`src/rtl/cpu_trace_pkg.sv`:
```
// Shared types for the CPU trace buffer: record layout, record kinds and run-control states.
// Record field widths here bound the DATA_W / MADDR_W / CYC_W parameters of the top level.
package cpu_trace_pkg;

    localparam int DROP_W     = 16;
    localparam int REC_DATA_W = 32;
    localparam int REC_IDX_W  = 7;
    localparam int REC_CYC_W  = 16;

    typedef enum logic [1:0] {
        REG   = 2'd0,
        STORE = 2'd1,
        STOP  = 2'd2
    } trace_kind_e;

    typedef struct packed {
        trace_kind_e            kind;
        logic [REC_CYC_W-1:0]   cycle;
        logic [REC_IDX_W-1:0]   idx;
        logic [REC_DATA_W-1:0]  data;
    } trace_rec_t;

    typedef enum logic [1:0] {
        RUN  = 2'd0,
        MARK = 2'd1,
        DONE = 2'd2
    } run_state_e;

    // Saturating add of 0..2 lost records onto the drop counter.
    function automatic logic [DROP_W-1:0] sat_add_drop(input logic [DROP_W-1:0] a,
                                                       input logic [1:0] b);
        logic [DROP_W:0] s;
        s = {1'b0, a} + {{(DROP_W-1){1'b0}}, b};
        return s[DROP_W] ? {DROP_W{1'b1}} : s[DROP_W-1:0];
    endfunction

endpackage

```
`src/rtl/cpu_trace_buffer_if.sv`:
```
// First-word-fall-through read port of the trace buffer (valid/ready plus head record fields).
interface cpu_trace_buffer_if #(
    parameter int DATA_W  = 32,
    parameter int MADDR_W = 7,
    parameter int CYC_W   = 16
);
    logic                       valid;
    logic                       ready;
    cpu_trace_pkg::trace_kind_e kind;
    logic [CYC_W-1:0]           cycle;
    logic [MADDR_W-1:0]         idx;
    logic [DATA_W-1:0]          data;

    modport master (output valid, kind, cycle, idx, data, input ready);
    modport slave  (input valid, kind, cycle, idx, data, output ready);
endinterface

```
`src/rtl/cpu_trace_buffer_fifo.sv`:
```
// trace_fifo: DEPTH-entry FIFO of trace records with up to two ordered pushes and one pop per cycle.
// The caller never pushes more records than free_o reports.
module trace_fifo
    import cpu_trace_pkg::*;
#(
    parameter int DEPTH = 16
) (
    input  logic                    clk_i,
    input  logic                    rst_i,
    input  logic [1:0]              push_cnt_i,
    input  trace_rec_t              push_a_i,
    input  trace_rec_t              push_b_i,
    input  logic                    pop_i,
    output trace_rec_t              head_o,
    output logic [$clog2(DEPTH):0]  level_o,
    output logic [$clog2(DEPTH):0]  free_o
);
    localparam int PTR_W = $clog2(DEPTH);
    localparam int LVL_W = PTR_W + 1;

    trace_rec_t         mem_q [DEPTH];
    logic [PTR_W-1:0]   wptr_q, wptr_d, rptr_q, rptr_d, wptr_b;
    logic [LVL_W-1:0]   level_q, level_d;

    // A slot being popped this cycle is already reusable by this cycle's push.
    always_comb begin
        wptr_b  = wptr_q + PTR_W'(1);
        wptr_d  = wptr_q + PTR_W'(push_cnt_i);
        rptr_d  = rptr_q + PTR_W'(pop_i);
        level_d = level_q + LVL_W'(push_cnt_i) - LVL_W'(pop_i);
        free_o  = LVL_W'(DEPTH) - level_q + LVL_W'(pop_i);
    end

    always_ff @(posedge clk_i) begin
        if (push_cnt_i != 2'd0) mem_q[wptr_q] <= push_a_i;
        if (push_cnt_i == 2'd2) mem_q[wptr_b] <= push_b_i;
    end

    always_ff @(posedge clk_i or negedge rst_i) begin
        if (!rst_i) begin
            wptr_q  <= '0;
            rptr_q  <= '0;
            level_q <= '0;
        end else begin
            wptr_q  <= wptr_d;
            rptr_q  <= rptr_d;
            level_q <= level_d;
        end
    end

    assign head_o  = mem_q[rptr_q];
    assign level_o = level_q;

endmodule

```
`src/rtl/cpu_trace_buffer.sv`:
```
// cpu_trace_buffer: stamps WB register writes and MEM stores, buffers them, halts the CPU after STOP_CYCLES.
// Optional macro TRACE_R0_FILTER_EN suppresses records for writes to r0.
module cpu_trace_buffer
    import cpu_trace_pkg::*;
#(
    parameter int DEPTH       = 16,
    parameter int DATA_W      = REC_DATA_W,
    parameter int MADDR_W     = REC_IDX_W,
    parameter int CYC_W       = REC_CYC_W,
    parameter int STOP_CYCLES = 50
) (
    input  logic                    clk_i,
    input  logic                    rst_i,
    input  logic                    wb_en_i,
    input  logic [4:0]              wb_reg_i,
    input  logic [DATA_W-1:0]       wb_data_i,
    input  logic                    st_en_i,
    input  logic [MADDR_W-1:0]      st_addr_i,
    input  logic [DATA_W-1:0]       st_data_i,
    input  logic [31:0]             pc_i,
    output logic                    run_o,
    cpu_trace_buffer_if.master      rd,
    output logic [$clog2(DEPTH):0]  level_o,
    output logic [DROP_W-1:0]       drop_cnt_o
);
    localparam int LVL_W = $clog2(DEPTH) + 1;

    run_state_e         state_q, state_d;
    logic [CYC_W-1:0]   cycle_q, cycle_d;
    logic [DROP_W-1:0]  drop_cnt_q, drop_cnt_d;
    logic               run_q, run_d;

    logic               reg_ev, st_ev, valid, pop;
    logic [1:0]         n_ev, push_cnt;
    logic [LVL_W-1:0]   level, free;
    trace_rec_t         rec_reg, rec_st, rec_stop, push_a, push_b, head;

`ifdef TRACE_R0_FILTER_EN
    assign reg_ev = wb_en_i & (wb_reg_i != 5'd0);
`else
    assign reg_ev = wb_en_i;
`endif
    assign st_ev = st_en_i;

    assign valid = (level != '0);
    assign pop   = valid & rd.ready;

    always_comb begin
        rec_reg.kind   = REG;
        rec_reg.cycle  = REC_CYC_W'(cycle_q);
        rec_reg.idx    = REC_IDX_W'(wb_reg_i);
        rec_reg.data   = REC_DATA_W'(wb_data_i);
        rec_st.kind    = STORE;
        rec_st.cycle   = REC_CYC_W'(cycle_q);
        rec_st.idx     = REC_IDX_W'(st_addr_i);
        rec_st.data    = REC_DATA_W'(st_data_i);
        rec_stop.kind  = STOP;
        rec_stop.cycle = REC_CYC_W'(STOP_CYCLES);
        rec_stop.idx   = '0;
        rec_stop.data  = REC_DATA_W'(pc_i);
    end

    // Push arbitration: REG is older than STORE, so it wins the last free slot.
    always_comb begin
        state_d    = state_q;
        cycle_d    = cycle_q;
        drop_cnt_d = drop_cnt_q;
        n_ev       = 2'd0;
        push_cnt   = 2'd0;
        push_a     = rec_st;
        push_b     = rec_st;
        case (state_q)
            RUN: begin
                if (cycle_q != {CYC_W{1'b1}}) cycle_d = cycle_q + CYC_W'(1);
                n_ev       = {1'b0, reg_ev} + {1'b0, st_ev};
                push_cnt   = (free >= LVL_W'(n_ev)) ? n_ev : free[1:0];
                push_a     = reg_ev ? rec_reg : rec_st;
                drop_cnt_d = sat_add_drop(drop_cnt_q, n_ev - push_cnt);
                if (STOP_CYCLES != 0 && cycle_q == CYC_W'(STOP_CYCLES)) state_d = MARK;
            end
            MARK: begin
                if (free != '0) begin
                    push_cnt = 2'd1;
                    push_a   = rec_stop;
                    state_d  = DONE;
                end
            end
            default: ;
        endcase
        run_d = (state_d == RUN);
    end

    always_ff @(posedge clk_i or negedge rst_i) begin
        if (!rst_i) begin
            state_q    <= RUN;
            cycle_q    <= '0;
            drop_cnt_q <= '0;
            run_q      <= 1'b1;
        end else begin
            state_q    <= state_d;
            cycle_q    <= cycle_d;
            drop_cnt_q <= drop_cnt_d;
            run_q      <= run_d;
        end
    end

    trace_fifo #(.DEPTH(DEPTH)) u_fifo (
        .clk_i      (clk_i),
        .rst_i      (rst_i),
        .push_cnt_i (push_cnt),
        .push_a_i   (push_a),
        .push_b_i   (push_b),
        .pop_i      (pop),
        .head_o     (head),
        .level_o    (level),
        .free_o     (free)
    );

    // Payload is forced to zero while empty so the read port is clean out of reset.
    assign rd.valid   = valid;
    assign rd.kind    = valid ? head.kind : REG;
    assign rd.cycle   = valid ? CYC_W'(head.cycle) : '0;
    assign rd.idx     = valid ? MADDR_W'(head.idx) : '0;
    assign rd.data    = valid ? DATA_W'(head.data) : '0;

    assign run_o      = run_q;
    assign level_o    = level;
    assign drop_cnt_o = drop_cnt_q;

endmodule

```
`src/flat_wrapper.sv`:
```
// flat-port wrapper written by rule: the top's interface ports become plain ports
module cpu_trace_buffer_flat import cpu_trace_pkg::*;
#(
    parameter int DEPTH       = 16,
    parameter int DATA_W      = REC_DATA_W,
    parameter int MADDR_W     = REC_IDX_W,
    parameter int CYC_W       = REC_CYC_W,
    parameter int STOP_CYCLES = 50
)
  (clk_i, rst_i, wb_en_i, wb_reg_i, wb_data_i, st_en_i, st_addr_i, st_data_i, pc_i, run_o, level_o, drop_cnt_o, rd_valid, rd_kind, rd_cycle, rd_idx, rd_data, rd_ready);
  cpu_trace_buffer_if #(.DATA_W(DATA_W), .MADDR_W(MADDR_W), .CYC_W(CYC_W)) rd_i ();
  input  logic clk_i;
  input  logic rst_i;
  input  logic wb_en_i;
  input  logic [4:0] wb_reg_i;
  input  logic [DATA_W-1:0] wb_data_i;
  input  logic st_en_i;
  input  logic [MADDR_W-1:0] st_addr_i;
  input  logic [DATA_W-1:0] st_data_i;
  input  logic [31:0] pc_i;
  output logic run_o;
  output logic [$clog2(DEPTH):0] level_o;
  output logic [DROP_W-1:0] drop_cnt_o;
  output wire logic [$bits(rd_i.valid)-1:0] rd_valid;
  output wire logic [$bits(rd_i.kind)-1:0] rd_kind;
  output wire logic [$bits(rd_i.cycle)-1:0] rd_cycle;
  output wire logic [$bits(rd_i.idx)-1:0] rd_idx;
  output wire logic [$bits(rd_i.data)-1:0] rd_data;
  input wire logic [$bits(rd_i.ready)-1:0] rd_ready;
  assign rd_valid = rd_i.valid;
  assign rd_kind = rd_i.kind;
  assign rd_cycle = rd_i.cycle;
  assign rd_idx = rd_i.idx;
  assign rd_data = rd_i.data;
  assign rd_i.ready = rd_ready;
  cpu_trace_buffer #(.DEPTH(DEPTH), .DATA_W(DATA_W), .MADDR_W(MADDR_W), .CYC_W(CYC_W), .STOP_CYCLES(STOP_CYCLES)) u_core (.clk_i(clk_i), .rst_i(rst_i), .wb_en_i(wb_en_i), .wb_reg_i(wb_reg_i), .wb_data_i(wb_data_i), .st_en_i(st_en_i), .st_addr_i(st_addr_i), .st_data_i(st_data_i), .pc_i(pc_i), .run_o(run_o), .rd(rd_i), .level_o(level_o), .drop_cnt_o(drop_cnt_o));
endmodule
```
`config.mk`:
```
export PLATFORM = sky130hd
export DESIGN_NAME = cpu_trace_buffer_flat
export DESIGN_NICKNAME = d
export VERILOG_FILES = /design/src/rtl/cpu_trace_pkg.sv /design/src/rtl/cpu_trace_buffer_if.sv /design/src/rtl/cpu_trace_buffer_fifo.sv /design/src/rtl/cpu_trace_buffer.sv /design/src/flat_wrapper.sv
export SDC_FILE = /design/constraint.sdc
export NUM_CORES = 2
export LEC_CHECK = 0
export CAP_MARGIN = 20
export CORE_AREA = 2 2 349 351
export DETAILED_ROUTE_END_ITERATION = 8
export DIE_AREA = 0 0 351 353
export PLACE_DENSITY_LB_ADDON = 0.25
export SLEW_MARGIN = 0
export SYNTH_ARGS = -nofsm -noshare
export SYNTH_HDL_FRONTEND = slang
export SYNTH_SLANG_ARGS = --single-unit
```
`constraint.sdc`:
```
create_clock -name clk_i -period 7.8 [get_ports clk_i]
set_input_delay 1.95 -clock clk_i [delete_from_list [all_inputs] [get_ports clk_i]]
set_output_delay 1.95 -clock clk_i [all_outputs]
set_load 0.01 [all_outputs]
```
# == Yosys cells after proc, flatten, opt, wreduce, memory -nomap -nowiden ==
# Memories as Yosys holds them, arrays and structs flattened.
# Cells that the tools add are included.
# totals
output_inout_bits,80
latch_bits,0
ramBits,912
in_bits,113
memories,1
ff_bits,48
wordCells,49
romBits,0
# op_classes
n_eq_ne,4
n_mul,0
shifts,0
bitwise_logic,1
order_cmp,1
reduce_logical,6
div,0
mux,18
add_sub_neg,11
# memory_table
memory,depth,word_bits,read_ports,rd_clocked_by_memory_dff,write_ports,line,source
u_core.u_fifo.mem_q,16,57,1,0,2,cpu_trace_buffer_fifo.sv:21,trace_rec_t mem_q [DEPTH];
# ops
cell,n
$pmux 57 s2,1
$mux 57,1
$mux 56,1
$mux 16,2
$mux 32,1
$add 16x2->17,1
$add 16x1->16 const B,1
$eq 16x6->1 const B,1
$ne 16x16->1 const B,1
$reduce_bool 5->1,2
$mux 2,4
$pmux 2 s2,2
$mux 7,1
$add 5x1->5,1
$add 5x2->5,1
$ge 5x2->1,1
$mux 1,5
$sub 5x1->5,1
$sub 5x5->5 const A,1
$add 4x1->4,1
$add 4x1->4 const B,1
$add 4x2->4,1
$logic_not 2->1,2
$add 1x1->2,1
6 further kinds,6

# == Logic depth before layout (Yosys ltp) ==
# logic_depth
depth_word,9
mapped_depth,23

# == By module ==
# Synthesis repeated with hierarchy kept, for this count alone.
# hier_totals
cells_unflattened,3270
hier_area_um2,50023.0
# modules_own_cells
module,area_per_inst_um2,instances,cells_each
trace_fifo,46783.6,1,2880
cpu_trace_buffer,3239.4,1,390

# == Least setup slack after synthesis ==
# Ideal clock, no wire load.
# synth_timing
path_type,input -> register
startpoint,input rd_ready
endpoint,memory u_core.u_fifo.mem_q[10][56] (netlist bit)
setup_slack_ns,0.631
path_stages,11
arrival_time_ns,6.885
setup_ns,0.285
t_required_ns,7.515
cell_sequence,nand2_1 > ha_1 > inv_1 > ha_1 > ha_1 > a21o_1 > a2111oi_4 > nor3_2 > clkbuf_1 > a21oi_1 > o22ai_1
# synth_lines
item,line,source
"start, declared",flat_wrapper.sv:29,input wire logic [$bits(rd_i.ready)-1:0] rd_ready;
"end, declared",cpu_trace_buffer_fifo.sv:21,

==> impl_metrics.toml <==
[routing]
route.met2.wl_um = 74410
wl_met1_um = 64700
vias_per_cell = 6.250
drcViolationCount = 0
top_layer = "met5"
first_pass_iters = 5
ant_nets = 0
met3_length_um = 14410
avgRoutedWirePerCell_um = 30.81
routed_wl_um = 159000
vias = 32256
drtIter0Drc = 3922

[setup_path]
critPathRequiredTime_ps = 8200
start_kind = "register"
crit_path_top_delay_cell = "or4b_4"
crit_buf_inv = 6
crit_family = "buffers and inverters"
critPathKind = "register to register"
path_cells = "inv_1 -> ha_1 -> or4b_4 -> nand2_1 -> ha_1 -> inv_1 -> ha_1 -> ha_1 -> a21o_1 -> a22o_1 -> buf_4 -> o41ai_1 -> o21ai_2 -> buf_4 -> clkinv_2 -> buf_4"
end_kind = "register"
crit_top_cell = "ha_1"
crit_arrival_ps = 6910
crit_fanout = 59
critical_path.max_stage_delay_ps = 820
rrSetupSlack_ps = 1290

[cells_and_area]
drive_gt1_frac = 0.2005
fill_cells = 10601
finalNetCount = 3583
final_cell_mix = "edfxtp_1 (880), nor2_1 (441), a22o_1 (315)"
finish.instance_area_sq_um = 55300
synthToLayoutAreaGrowth_pct = 15.64
final_common_cell = "edfxtp_1"

[clock_tree]
cts_buffers = 103
cts-hold-fix-buffers = 0
cts_sinks = 960
clock_path_buffers = 3
clk_pin_slew_ps = 60
cts_resized = 0
htreeDepth = 3
cts_root_buf = "clkbuf_16"
worstSkewPairLatency_ps = 710
cts_setup_buffers = 0
cts_tree = "yes"

[timing]
fin_crit_ps = 6514
drv_slew = 0
final.setup.tns_ps = 0
post-route-period-util = 0.8351
worst_pin_slew_ps = 1301
fmax_mhz = 153.5
rsz0062_at_grt = "false"
setup-violations-final = 0
hold_viol_final = 0
slew-limit-headroom = 0.1307
finalClockSkew_ps = 41.59

[power]
power_density_nw_per_um2 = 271.0
p_int_mw = 10.61
switching_share = 0.2917
p_leak_nw = 17.98
clkPwrFrac = 0.317
power_frac_comb = 0.293
vdd_drop_max_mv = 0.1816
switchingPower_mw = 4.372
p_seq_frac = 0.389

[run_status]
status = "complete, no violations"

[die]
initial_core_util = 0.3965
rows = 128
io_pins = 193
die-area_sq_um = 123900
die-width_um = 351
dieHeight_um = 353
coreArea_sq_um = 120600

[hold_path]
worstHoldPathType = "register to register"

[global_routing]
grt_pass1_vias = 31949
grtUsageTotal = 0.2544
grt_pass1_wl_um = 228800
grt_max_degree = 64
overflow = 0
antenna_found_initial = 8

[synthesis]
syn_nets = 3523
ys_types = 74
synth_top_family_by_area = "compound AO/OA/AOI/OAI gates"
synth-async-reset-ratio = 0.05000
ys_warn_count = 0
synth_cells = 3386
synthMuxAreaShare = 0.1440
synth_compound_area_frac = 0.1459
seq_area_frac_synth = 0.5912
synthAdderAreaFrac = 0.006751
synth_xor_area_frac = 0.006044
synth_seq_cells = 960
syn_area_sq_um = 47820
synth-edff-count = 880
syn-mean-instance-area_sq_um = 14.12
synth-main-ff-cell = "edfxtp_1"
yosys.area_share.simple = 0.06874

[placed_design]
portBuffers = 192
hpwl_um = 92460
placed_cell_area_sq_um = 52060
place_congestion = 0.8542

[run]
drv_cap = 0
==> metrics by stage <==
| step | total power [mW] | utilization | hold WS [ps] | instances | worst slack [ps] |
|---|---|---|---|---|---|
| final | 14.99 | 0.4585 | 453.6 | 5161 | 1286 |
| after global routing | 15.48 | 0.4585 | 470.4 | 5158 | 926.7 |
| after CTS | 15.10 | 0.4583 | 447.7 | 5155 | 1261 |
| after detailed placement | 10.38 | 0.4317 | 438.0 | 4964 | 746.5 |
| after global placement | 10.38 | 0.4313 | 438.7 | 4961 | 826.0 |
| after floorplan | 8.563 | - | 425.6 | 3386 | 630.5 |
==> path summary, 6_finish.rpt <==
kind | startpoint | to | depth (start not counted)
hold reg to reg | u_core.u_fifo.mem_q[10][56] | u_core.u_fifo.mem_q[10][56] | 2
min in group asynchronous | rst_i | u_core.drop_cnt_o[12] | 2
setup reg to reg | u_core.u_fifo.level_o[3] | u_core.u_fifo.mem_q[2][39] | 16
setup / recovery | u_core.u_fifo.level_o[3] | u_core.u_fifo.mem_q[2][39] | 16
hold / removal | u_core.u_fifo.mem_q[10][56] | u_core.u_fifo.mem_q[10][56] | 2
max in group asynchronous | rst_i | u_core.u_fifo.rptr_q[3] | 2
==> cells in the mapped netlist, types with 21 or more instances <==
cell type | count | area, sq um
a22o_1 | 315 | 2759
and2_1 | 72 | 450.4
clkbuf_1 | 218 | 818.3
edfxtp_1 | 880 | 26430
a211oi_1 | 201 | 1509
a21oi_1 | 81 | 405.4
nand2_1 | 68 | 255.2
dfxtp_1 | 32 | 640.6
inv_1 | 36 | 135.1
buf_1 | 74 | 277.8
o21ai_1 | 39 | 195.2
dfrtp_1 | 47 | 1176
ha_1 | 21 | 262.8
mux2i_1 | 33 | 330.3
buf_2 | 102 | 510.5
o2bb2ai_1 | 86 | 753.2
nor3_1 | 37 | 185.2
o21ai_0 | 29 | 145.1
nor2_1 | 450 | 1689
mux4_2 | 285 | 6419
and3_1 | 23 | 143.9
==> state kept, by name, indices dropped and copies added, names as in the netlist <==
signal	cells
u_core.u_fifo.level_o	5
u_core.run_o	1
u_core.state_q	2
u_core.drop_cnt_o	16
u_core.u_fifo.wptr_q	4
u_core.u_fifo.rptr_q	4
u_core.cycle_q	16
u_core.u_fifo.mem_q	912
==> area by class of cell <==
| class | count | area [sq um] | area share |
|---|---|---|---|
| Tap cell | 1625 | 2033 | 0.03677 |
| Multi-Input combinational cell | 1989 | 18250 | 0.3300 |
| Antenna cell | 4 | 10.01 | 0.0001810 |
| Timing Repair Buffer | 354 | 3349 | 0.06057 |
| Clock buffer | 144 | 2771 | 0.05012 |
| Sequential cell | 960 | 28280 | 0.5115 |
| Inverter | 38 | 155.1 | 0.002806 |
| Clock inverter | 47 | 445.4 | 0.008055 |
==> power groups by stage <==
stage	clock (mW)	sequential (mW)	combinational [mW]
after floorplan	0	5.71	2.85
after global placement	0	5.94	4.44
after detailed placement	0	5.94	4.43
after CTS	4.81	5.84	4.46
after global routing	5.00	5.85	4.63
final	4.75	5.84	4.40
==> per-layer routing <==
metal	up-vias	global-route usage
met5	-	0
met4	10	0.09279
met3	292	0.05462
met2	1590	0.3946
met1	16697	0.3526
li1	13667	-
==> cell families (layout without fill, tap and decap cells) <==
logic type               count (synthesis)  after routing
multiplexers                           330            330
buffers and inverters                  437            583
adder cells (fa/ha/maj)                 24             24
flip-flops                             960            960
other                                    0              4
AO/OA/AOI/OAI                          868            868
XOR/XNOR                                33             33
AND/OR/NAND/NOR                        734            734
==> worst reg2reg max path: stages (launching register included) <==
cell and delay, ps:
dfrtp_1 480, inv_1 120, ha_1 210, or4b_4 820, nand2_1 360, ha_1 230, inv_1 50, ha_1 350
ha_1 330, a21o_1 330, a22o_1 580, buf_4 400, o41ai_1 180, o21ai_2 110, buf_4 410, clkinv_2 760
buf_4 510
Note: power is estimated with default switching activity, not from simulation.
